## src/rtl/seq_acc.sv

```systemverilog
`default_nettype none
// ============================================================================
//  Module   : seq_acc
//  Purpose  : Frame accumulator placed downstream of the sequence generator.
//             Sums the data of every first..last frame and emits one
//             single-beat result (sum, beat count) per frame, honouring
//             downstream backpressure/abort and passing both upstream.
//  Options  : SEQ_ACC_SAT_EN - when defined, the frame sum saturates at
//             2^AW-1 instead of wrapping modulo 2^AW.
//  Revision : 1.0 - initial release
// ============================================================================
module seq_acc #(
  parameter int W  = 32,  // input data width
  parameter int AW = 40,  // accumulator / sum width (AW >= W)
  parameter int CW = 16   // beat-counter width
) (
  input  logic          clk,
  input  logic          rst_n,
  input  logic [W-1:0]  uc_d0,
  input  logic [3:0]    uc_mflags,  // {again, first, last, vld}
  output logic [1:0]    cu_sflags,  // {abt, bsy}
  output logic [AW-1:0] cd_d0,
  output logic [CW-1:0] cd_d1,
  output logic [3:0]    cd_mflags,  // {again, first, last, vld}
  input  logic [1:0]    dc_sflags   // {abt, bsy}
);

  typedef enum logic [1:0] {
    ST_IDLE = 2'd0,
    ST_ACC  = 2'd1,
    ST_OUT  = 2'd2
  } state_t;

  state_t        state;
  logic [AW-1:0] acc;
  logic [CW-1:0] cnt;
  logic [AW-1:0] res_sum;
  logic [CW-1:0] res_cnt;
  logic          again_q;

  // Flag decode
  logic uc_vld, uc_first, uc_last;
  logic dc_bsy, dc_abt;
  logic cu_bsy;
  logic consume;
  logic out_vld;
  logic unused_uc_again;

  assign uc_vld          = uc_mflags[0];
  assign uc_last         = uc_mflags[1];
  assign uc_first        = uc_mflags[2];
  assign unused_uc_again = uc_mflags[3];  // informational only
  assign dc_bsy          = dc_sflags[0];
  assign dc_abt          = dc_sflags[1];

  assign out_vld = (state == ST_OUT);
  // Upstream only stalls while a result sits unaccepted downstream.
  assign cu_bsy  = out_vld & dc_bsy;
  assign consume = uc_vld & ~cu_bsy;

  assign cu_sflags = {dc_abt, cu_bsy};
  assign cd_mflags = {again_q, out_vld, out_vld, out_vld};
  assign cd_d0     = res_sum;
  assign cd_d1     = res_cnt;

  // Data zero-extended to accumulator width
  logic [AW-1:0] d_ext;
  assign d_ext = AW'(uc_d0);

  // Next accumulator value for a continuing beat
  logic [AW-1:0] acc_plus;
`ifdef SEQ_ACC_SAT_EN
  logic [AW:0] acc_wide;
  assign acc_wide = {1'b0, acc} + {1'b0, d_ext};
  // Once all-ones, any further add overflows (or adds 0), so it sticks.
  assign acc_plus = acc_wide[AW] ? {AW{1'b1}} : acc_wide[AW-1:0];
`else
  assign acc_plus = acc + d_ext;
`endif

  // Saturating beat count for a continuing beat
  logic [CW-1:0] cnt_plus;
  assign cnt_plus = (cnt == {CW{1'b1}}) ? cnt : cnt + CW'(1);

  // Frame FSM: accumulation, result capture, handshake and abort
  always_ff @(posedge clk or negedge rst_n) begin
    if (!rst_n) begin
      state   <= ST_IDLE;
      acc     <= '0;
      cnt     <= '0;
      res_sum <= '0;
      res_cnt <= '0;
      again_q <= 1'b0;
    end else begin
      again_q <= out_vld & dc_bsy;
      if (dc_abt) begin
        state <= ST_IDLE;
        acc   <= '0;
        cnt   <= '0;
      end else begin
        case (state)
          ST_IDLE, ST_OUT: begin
            // A held result blocks everything; otherwise behave as idle.
            if (!(out_vld && dc_bsy)) begin
              state <= ST_IDLE;
              if (consume && uc_first) begin
                if (uc_last) begin
                  res_sum <= d_ext;
                  res_cnt <= CW'(1);
                  state   <= ST_OUT;
                end else begin
                  acc   <= d_ext;
                  cnt   <= CW'(1);
                  state <= ST_ACC;
                end
              end
            end
          end
          ST_ACC: begin
            if (consume) begin
              if (uc_first) begin
                // Restart: partial frame is discarded
                if (uc_last) begin
                  res_sum <= d_ext;
                  res_cnt <= CW'(1);
                  state   <= ST_OUT;
                end else begin
                  acc <= d_ext;
                  cnt <= CW'(1);
                end
              end else if (uc_last) begin
                res_sum <= acc_plus;
                res_cnt <= cnt_plus;
                state   <= ST_OUT;
              end else begin
                acc <= acc_plus;
                cnt <= cnt_plus;
              end
            end
          end
          default: state <= ST_IDLE;
        endcase
      end
    end
  end

endmodule
`default_nettype wire

```

## config.mk

```make
export PLATFORM = sky130hd
export DESIGN_NAME = seq_acc
export DESIGN_NICKNAME = d
export VERILOG_FILES = /design/src/rtl/seq_acc.sv
export SDC_FILE = /design/constraint.sdc
export NUM_CORES = 1
export LEC_CHECK = 0
export ABC_AREA = 1
export BUFFER_PORTS_ARGS = -buffer_cell sky130_fd_sc_hd__buf_2
export CAP_MARGIN = 20
export CORE_UTILIZATION = 35
export CTS_BUF_LIST = sky130_fd_sc_hd__clkbuf_8
export CTS_CLUSTER_SIZE = 8
export DETAILED_ROUTE_END_ITERATION = 8
export GPL_ROUTABILITY_DRIVEN = 1
export PLACE_DENSITY = 0.56
export SYNTH_ARGS = -nofsm -noshare
export SYNTH_HDL_FRONTEND = slang
export SYNTH_SLANG_ARGS = --single-unit
```

## constraint.sdc

```tcl
create_clock -name clk -period 3.2 [get_ports clk]
set_input_delay 0.64 -clock clk [delete_from_list [all_inputs] [get_ports clk]]
set_output_delay 0.64 -clock clk [all_outputs]
set_load 0.03 [all_outputs]
```

==> metrics.txt, run 1 <==
Compound-Gate Fraction of Synth Area 17.18%; Comb power frac 36.4%; Cell Int Power 2.786 mW; # IOs 102; Worst Path Required 3.55 ns; post-route clock skew 0.01320 ns; setup TNS 0 ns; All-Layer GR Usage 21.42%; row count 58; # diodes 0; post-route minimum period 2.520 ns; area occupied by registers 2878 um2; Placer Congestion 0.9006; Placed Instances 1861; first-pass GRT wire length 45520 um; post-route ant nets 0; Worst Max-Slew Pin Slew 0.6630 ns; total power density per cell area 485.3 nW/um2; reg2reg start acc[0]; endpoint class of the critical path flop; max-cap check violation count 0; Post-Synth Adder-Cell Area 4.711%; clock power share 26.5%; initial antenna violation count 0; Synth area leader dfrtp_1; fin. max-slew vios 0; unrepaired setup endpoints after global routing false; Clock Latency Late Sink 0.46 ns; worst-case clock buffer depth 2; global route total overflow 0; Post-Synth XOR/XNOR Area 0.2859%; Core ar. 25470 um2; relative slew slack 55.80%; vias in the first global route 8977; Post-synth top cells nand2_1, inv_1, o21ai_0; post-synth design cell area 9190 um2; worst vdd ir 0.0003004 V; Layout area overhead 11.84%; EDFF count, synth 0; worst min path class in -> async; status finished, final reports clean; layout cells sized above 1 10.75%; CTS resizes 0; P_sw 2.202 mW; Critical Path Source acc[0]; Worst-path clk slew 0.09 ns; die height 164.0 um; CP Capture Point acc[30]; Syn Nets 1553; Detailed Route Iter0 Violations 644; Sink Count 115; multi-input logic area 5192 um2; worst reg2reg path depth 15; r2r endpoint acc[30]; CP max FO 3; Starting Density 36.08%; DR pass1 iterations 5; count leader, synth nand2_1; die area 26910 um2; Final Setup Violations 0; largest net degree at the start of global routing 107; Seq pwr share 37.0%; multiplexer share of the synthesized area 0.7624%; main combinational cell family by area after synthesis simple AND/OR/NAND/NOR gates; Post-synth top flop dfrtp_1; Layout Nets 1624; total wire length 27390 um; Synth area leaders dfrtp_1, nand2_1, inv_1; CTS tree yes; Root Driver clkbuf_8; Worst R2R Setup Slack 0.68 ns; Post-Syn Area per Cell 6.214 um2; maximum clock rate 396.8 MHz; final hold vios 0; CP startpoint kind flop; Net Sw Frac 44.15%; CTS Hold Bufs 0; Mapped Cells 1479; Vias 9345; I/O Buffers 100; register area share after synthesis 31.31%; synthesized flop and latch total 115; number of CTS-inserted buffers 17; CP arrival 2.87 ns; Die Wd 164.0 um; H-Tree Depth 4; period utilization 78.76%; Routed WL per cell 14.47 um; Yosys warning total 0; Simple-Gate Fraction of Synth Area 33.56%; Layout fillers 2752; detailed placement HPWL 20110 um; Synth async-reset ratio 100.0%; Synth top area share 31.31%; unique cell type count in the Yosys netlist 40; DRC errors left 0; DR vias/cell 4.937; leakage 5.486 nW; Post-CTS Setup Bufs 0; critical path class reg -> reg; final std cells w/o fill 1893
-- cell usage in the layout (no fill, tap or decap), drive strengths merged, types with 11 or more instances in the layout --
master	count
ha	33
dfrtp	115
inv	223
nor2	106
o211ai	23
nand4	11
o21ai	145
a21oi	79
clkbuf	17
nand3	94
a22oi	11
buf	113
nand2	523
-- how the worst min path moves through the flow --
stage,from,endpoint,cells after the start
2_1_floorplan,rst_n,acc[0],0
3_3_place_gp,cd_d1[15],cd_d1[15],2
3_5_place_dp,cd_d1[15],cd_d1[15],2
4_1_cts,rst_n,acc[13],2
5_1_grt,rst_n,cd_d0[16],2
6_report,rst_n,cd_d0[11],2
-- state kept, by name (all words and copies together), names as in the netlist --
register / flops
again_q: 1
acc: 40
cd_d1: 16
cnt: 16
state: 2
cd_d0: 40
-- layer usage --
layer / GRT usage [%] / wire length (um)
met1: 28.30 / 13480
met2: 36.83 / 12640
met3: 2.854 / 979
met4: 5.008 / 296
met5: 0 / 0
-- metrics by stage --
| stage | area [um2] | total power, mW | worst slack (ns) | hold WS, ns | utilization [%] |
|---|---|---|---|---|---|
| 2_1_floorplan | 9190 | 3.158 | 0.9606 | 0.3444 | - |
| 3_3_place_gp | 9922 | 3.680 | 0.2914 | 0.4635 | 38.95 |
| 3_5_place_dp | 9922 | 3.707 | 0.2366 | 0.4692 | 38.95 |
| 4_1_cts | 10280 | 5.045 | 0.6427 | 0.2108 | 40.35 |
| 5_1_grt | 10280 | 5.340 | 0.4685 | 0.2311 | 40.35 |
| 6_report | 10280 | 4.988 | 0.6796 | 0.1792 | 40.35 |
-- layout make-up --
cell class / count / area share (%)
inverters: 216 / 7.888
clock buffers: 17 / 2.276
clock inverters: 15 / 1.193
flip-flops and latches: 115 / 28.00
repair buffers: 113 / 6.111
multi-input cells: 1087 / 50.52
well taps: 330 / 4.017
-- kinds of logic after synthesis --
group,after synthesis
muxes,7
DFF,115
xor gates and xnor gates,3
AOI/OAI and AO/OA,285
buffers and inverters,277
adders and majority gates,34
and+or+nand+nor,758
-- critical path, cell delays in order (launching register included) --
cell and delay, ns:
dfrtp_1 0.35, ha_1 0.22, inv_1 0.08, fa_1 0.40, inv_1 0.13, nand2_1 0.06, nand3_1 0.11, inv_1 0.11
o21ai_0 0.36, nand2_1 0.13, nand2_1 0.08, nand2_1 0.04, nand3_1 0.16, nand2_1 0.07, nand2_1 0.06, nand2_1 0.05
-- power by group through the flow --
stage	clock, mW	sequential (mW)	combinational [mW]
finish	1.32	1.85	1.82
global route	1.42	1.89	2.04
CTS	1.36	1.85	1.84
detailed placement	0	1.88	1.83
global placement	0	1.88	1.80
floorplan	0	2.29	0.873
Power figures use the tool's default switching activity.
==> run 2: changes to the inputs <==
--- a/config.mk
+++ b/config.mk
@@ -13,7 +13,7 @@
 export CTS_CLUSTER_SIZE = 8
 export DETAILED_ROUTE_END_ITERATION = 8
 export GPL_ROUTABILITY_DRIVEN = 1
-export PLACE_DENSITY = 0.56
+export PLACE_DENSITY = 0.58
 export SYNTH_ARGS = -nofsm -noshare
 export SYNTH_HDL_FRONTEND = slang
 export SYNTH_SLANG_ARGS = --single-unit
==> constraint.sdc (replaced) <==
create_clock -name clk -period 2.3 [get_ports clk]
set_input_delay 0.46 -clock clk [delete_from_list [all_inputs] [get_ports clk]]
set_output_delay 0.46 -clock clk [all_outputs]
set_load 0.03 [all_outputs]
==> metrics.txt, run 2 (synthesized netlist as in run 1, its figures left out) <==
status finished, final reports clean; max-cap check violation count 0; most common cell after layout, fill and taps aside nand2_1; layout cells sized above 1 18.83%; worst hold path cell count 3; total power density per cell area 654.3 nW/um2; CP max FO 3; worst hold start dc_sflags[0]; die height 164.0 um; multi-input logic area 5498 um2; I/O Buffers 100; All-Layer GR Usage 21.38%; final hold vios 0; Hold Path End again_q; Seq pwr share 34.6%; Net Sw Frac 42.26%; worst-case clock buffer depth 2; Root Driver clkbuf_8; Final Setup Violations 0; area of placed instances 10630 um2; Layout fillers 2681; detailed placement HPWL 21100 um; vias in the first global route 9102; Sink Count 115; # diodes 0; Starting Density 36.08%; Core ar. 25470 um2; reg2reg start acc[0]; critical path class reg -> reg; Worst-path clk slew 0.09 ns; post-route clock skew 0.01433 ns; total wire length 28140 um; unrepaired setup endpoints after global routing true; DR vias/cell 4.924; maximum clock rate 455.7 MHz; row count 58; number of CTS-inserted buffers 17; # IOs 102; Worst Max-Slew Pin Slew 0.5442 ns; Worst R2R Setup Slack 0.11 ns; Final Worst Setup Slack 0.1056 ns; Final Total Pwr 7.435 mW; DR pass1 iterations 5; period utilization 95.41%; Layout area overhead 23.65%; worst min path class in -> reg; CTS tree yes; worst vdd ir 0.0003446 V; H-Tree Depth 4; DRC errors left 0; Clock Latency Late Sink 0.46 ns; fin. max-slew vios 0; global route total overflow 0; Die Wd 164.0 um; DP Worst Slack -0.2432 ns; setup TNS 0 ns; Vias 9759; CP startpoint kind flop; die area 26910 um2; P_sw 3.141 mW; post-route minimum period 2.194 ns; Placer Congestion 0.9187; Worst Path Required 2.66 ns; r2r endpoint acc[30]; clock power share 27.6%; Comb power frac 37.8%; Cell Int Power 4.293 mW; CP arrival 2.55 ns; most frequent cells in the layout nand2_1, inv_1, o21ai_0, dfrtp_1, buf_2; leakage 6.001 nW; Detailed Route Iter0 Violations 634; Layout Nets 1713; area occupied by registers 2878 um2; initial antenna violation count 0; first-pass GRT wire length 45570 um; largest net degree at the start of global routing 55; worst reg2reg path depth 16; Routed WL per cell 14.20 um; design area 11360 um2; endpoint class of the critical path flop; post-route ant nets 0; relative slew slack 63.72%
-- run 2: changes by cell type in the layout (fill, tap and decap cells not counted), moves of 3 or more --
cell	previous run	this run
a21oi_1	79	70
a21oi_2	0	9
buf_12	2	7
buf_4	13	96
ha_1	33	22
ha_4	0	10
nand2_1	521	511
nand2_2	2	12
nand3_1	93	83
nand3_2	1	9
nor2_1	102	90
nor2_2	0	9
nor2_4	4	7
-- run 2: routing by layer --
layer / track usage, % / part of all wire, % / vias up
li1: - / - / 5029
met1: 28.67 / 49 / 4523
met2: 36.09 / 47 / 186
met3: 2.652 / 3.3 / 21
met4: 5.766 / 1.1 / 0
met5: 0 / 0 / -
-- run 2: worst max-delay path: stages, from the launching register on --
cell and delay [ns]:
dfrtp_1 0.36, ha_2 0.19, inv_1 0.05, fa_2 0.36, inv_2 0.09, nand2_1 0.05
nand3_1 0.14, inv_1 0.08, o21ai_0 0.18, buf_4 0.15, nand2_1 0.06, nand2_1 0.06
nand2_1 0.06, nand3_2 0.11, nand2_1 0.06, nand2_1 0.05, nand2_1 0.05
-- run 2: final cells by class --
cell class / count / area share, %
inverter: 216 / 7.135
clock inverter: 15 / 1.486
multi-input combinational: 1087 / 48.38
sequential: 115 / 25.32
timing repair buffer: 202 / 11.98
tap: 330 / 3.634
clock buffer: 17 / 2.059
-- run 2: how the worst max path moves through the flow --
stage,startpoint,end,slack [ns],cells past startpoint
4_1_cts,acc[0],acc[28],0.02,15
2_1_floorplan,uc_d0[0],acc[30],0.24,15
5_1_grt,acc[19],acc[28],-0.06,14
6_report,acc[0],acc[30],0.11,16
3_5_place_dp,uc_d0[0],cd_d0[28],-0.24,13
3_3_place_gp,uc_d0[11],acc[21],-0.21,12
-- run 2: through the flow --
| stage | hold slack (ns) | cells | util [%] |
|---|---|---|---|
| finish | 0.2525 | 1982 | 44.61 |
| detailed placement | 0.4501 | 1947 | 41.73 |
| floorplan | 0.1644 | 1479 | - |
| global route | 0.2516 | 1982 | 44.61 |
| CTS | 0.2386 | 1980 | 43.42 |
| global placement | 0.4492 | 1947 | 41.73 |
-- run 2: power by group through the flow --
stage                     sequential (mW)  combinational, mW  clock, mW
after floorplan                      3.18               1.21          0
after global placement               2.61               2.69          0
after detailed placement             2.61               2.73          0
after global routing                 2.63               3.11       2.15
final                                2.58               2.81       2.05
after CTS                            2.57               2.75       2.08
-- run 2: timing repair --
action | CTS | global route
setup endpoints to repair | 12 | 60
hold buffers | 1 | 0
hold endpoints to repair | 31 | 0
buffers inserted | 0 | 2
gates resized for setup | 4 | 60
pin swaps | 0 | 4
==> run 3: changes to the inputs <==
--- a/config.mk
+++ b/config.mk
@@ -14,6 +14,7 @@
 export DETAILED_ROUTE_END_ITERATION = 8
 export GPL_ROUTABILITY_DRIVEN = 1
 export PLACE_DENSITY = 0.58
+export SETUP_SLACK_MARGIN = 0.4
 export SYNTH_ARGS = -nofsm -noshare
 export SYNTH_HDL_FRONTEND = slang
 export SYNTH_SLANG_ARGS = --single-unit
==> metrics.txt, run 3 (synthesized netlist as in run 1, its figures left out) <==
Comb power frac 45.2%; CP max FO 4; Final Total Pwr 8.379 mW; Worst-path clk slew 0.10 ns; Crit path largest cell delay 0.40 ns; Die Wd 164.0 um; maximum clock rate 469.5 MHz; met3 routed WL 1654 um; worst vdd ir 0.0005546 V; DR vias/cell 5.202; worst-case clock buffer depth 2; I/O Buffers 100; post-route ant nets 0; Fin Hold WS 0.2862 ns; met1 WL 15550 um; row count 58; global route total overflow 0; post-route clock skew 0.01703 ns; setup TNS 0 ns; clock power share 23.8%; Placer Congestion 0.8993; DR pass1 iterations 5; Worst Max-Slew Pin Slew 0.6069 ns; P_sw 3.709 mW; CP dominant cell by count nand2_2; Detailed Route Iter0 Violations 727; Layout Nets 1782; # diodes 0; relative slew slack 59.54%; DRC errors left 0; layout cells sized above 1 42.01%; total power density per cell area 592.7 nW/um2; All-Layer GR Usage 23.21%; first-pass GRT wire length 49210 um; die area 26910 um2; CP startpoint kind flop; Placed Instances 1939; post-route minimum period 2.130 ns; Root Driver clkbuf_8; top layer in use met4; most frequent cells in the layout nand2_1, inv_1, buf_4, dfrtp_1, nand2_2; cells along the critical path ha_4, inv_2, fa_2, inv_2, nand3_2, nand3_4, nand2_2, nand3_2, nand2_2, nand2_4, nand2_4, nand2_2, nand2_2, nand3_4, nand2_1, nand2_1, nand2_1; CP arrival 2.51 ns; Seq pwr share 31.0%; max-cap check violation count 0; unrepaired setup endpoints after global routing true; area occupied by registers 2879 um2; CTS tree yes; Net Sw Frac 44.27%; Layout fillers 2295; status finished, final reports clean; final std cells w/o fill 2051; H-Tree Depth 4; critical path class reg -> reg; Starting Density 36.08%; initial antenna violation count 0; detailed placement HPWL 20900 um; Worst Path Required 2.68 ns; Layout area overhead 53.83%; Routed WL per cell 17.37 um; period utilization 92.60%; Cell Int Power 4.670 mW; leakage 7.038 nW; Core ar. 25470 um2; total wire length 35630 um; Clock Latency Late Sink 0.47 ns; met2 wire length 17490 um; number of CTS-inserted buffers 17; most common cell after layout, fill and taps aside nand2_1; worst min path class in -> reg; final hold vios 0; Final Setup Violations 0; slowest CP cell dfrtp_1; Vias 10670; fin. max-slew vios 0; largest net degree at the start of global routing 68; Sink Count 115; multi-input logic area 7341 um2; vias in the first global route 9755; die height 164.0 um; # IOs 102; endpoint class of the critical path flop
## run 3: cell count changes in the layout (fill, tap and decap cells not counted), moves of 43 or more
cell	before	now
nand2_4	0	45
nand2_1	511	372
nand3_2	9	52
nand2_2	12	103
nand3_1	83	30
o21ai_0	136	77
## run 3: cell type report
type | count | area share [%]
multi-input cells | 1087 | 51.92
clock buffers | 17 | 1.655
inverters | 216 | 5.877
repair buffers | 271 | 16.21
well taps | 330 | 2.921
clock inverters | 15 | 1.044
flip-flops and latches | 115 | 20.36
## run 3: stage by stage
| step | utilization (%) | cell area, um2 | worst slack, ns |
|---|---|---|---|
| 6_report | 55.50 | 14140 | 0.1702 |
| 5_1_grt | 55.50 | 14140 | 0.09650 |
| 4_1_cts | 47.67 | 12140 | 0.2423 |
| 3_5_place_dp | 41.68 | 10620 | -0.1644 |
| 3_3_place_gp | 41.68 | 10620 | -0.1761 |
| 2_1_floorplan | - | 9225 | 0.3994 |
## run 3: layer usage
layer,vias to the layer above,track usage [%]
met5,-,0
met2,300,40.25
met3,60,2.929
li1,5207,-
met1,5103,29.97
met4,0,6.902
## run 3: timing repair
item | 4_1_cts | 5_1_grt
hold endpoints to repair | 7 | 0
cloned | 0 | 20
hold buffers | 1 | 0
endpoints found under the setup margin | 85 | 114
buffers inserted | 18 | 41
gates resized for setup | 250 | 370
pin swaps | 62 | 135
## run 3: path summary, 6_finish.rpt
check	start	to	slack, ns	cells after the start
setup / recovery	acc[0]	acc[24]	0.17	17
hold / removal	dc_sflags[0]	again_q	0.29	3
setup reg to reg	acc[0]	acc[24]	0.17	17
hold reg to reg	cd_d1[15]	cd_d1[15]	0.49	2
max in group asynchronous	rst_n	cnt[8]	1.14	3
min in group asynchronous	rst_n	cd_d0[9]	0.53	2
## run 3: worst max-delay path: cells and delay by family (launching register included)
| family | cells | cell delay, ns |
|---|---|---|
| simple gates | 13 | 0.99 |
| fa+ha+maj | 2 | 0.51 |
| flops | 1 | 0.40 |
| buf+inv | 2 | 0.14 |
## run 3: power groups by stage
| stage | Clock [mW] | Sequential, mW | Combinational [mW] |
|---|---|---|---|
| 2_1_floorplan | 0 | 3.18 | 1.22 |
| 3_3_place_gp | 0 | 2.61 | 2.67 |
| 3_5_place_dp | 0 | 2.62 | 2.72 |
| 4_1_cts | 2.01 | 2.59 | 3.07 |
| 5_1_grt | 2.10 | 2.65 | 4.07 |
| 6_report | 1.99 | 2.60 | 3.79 |
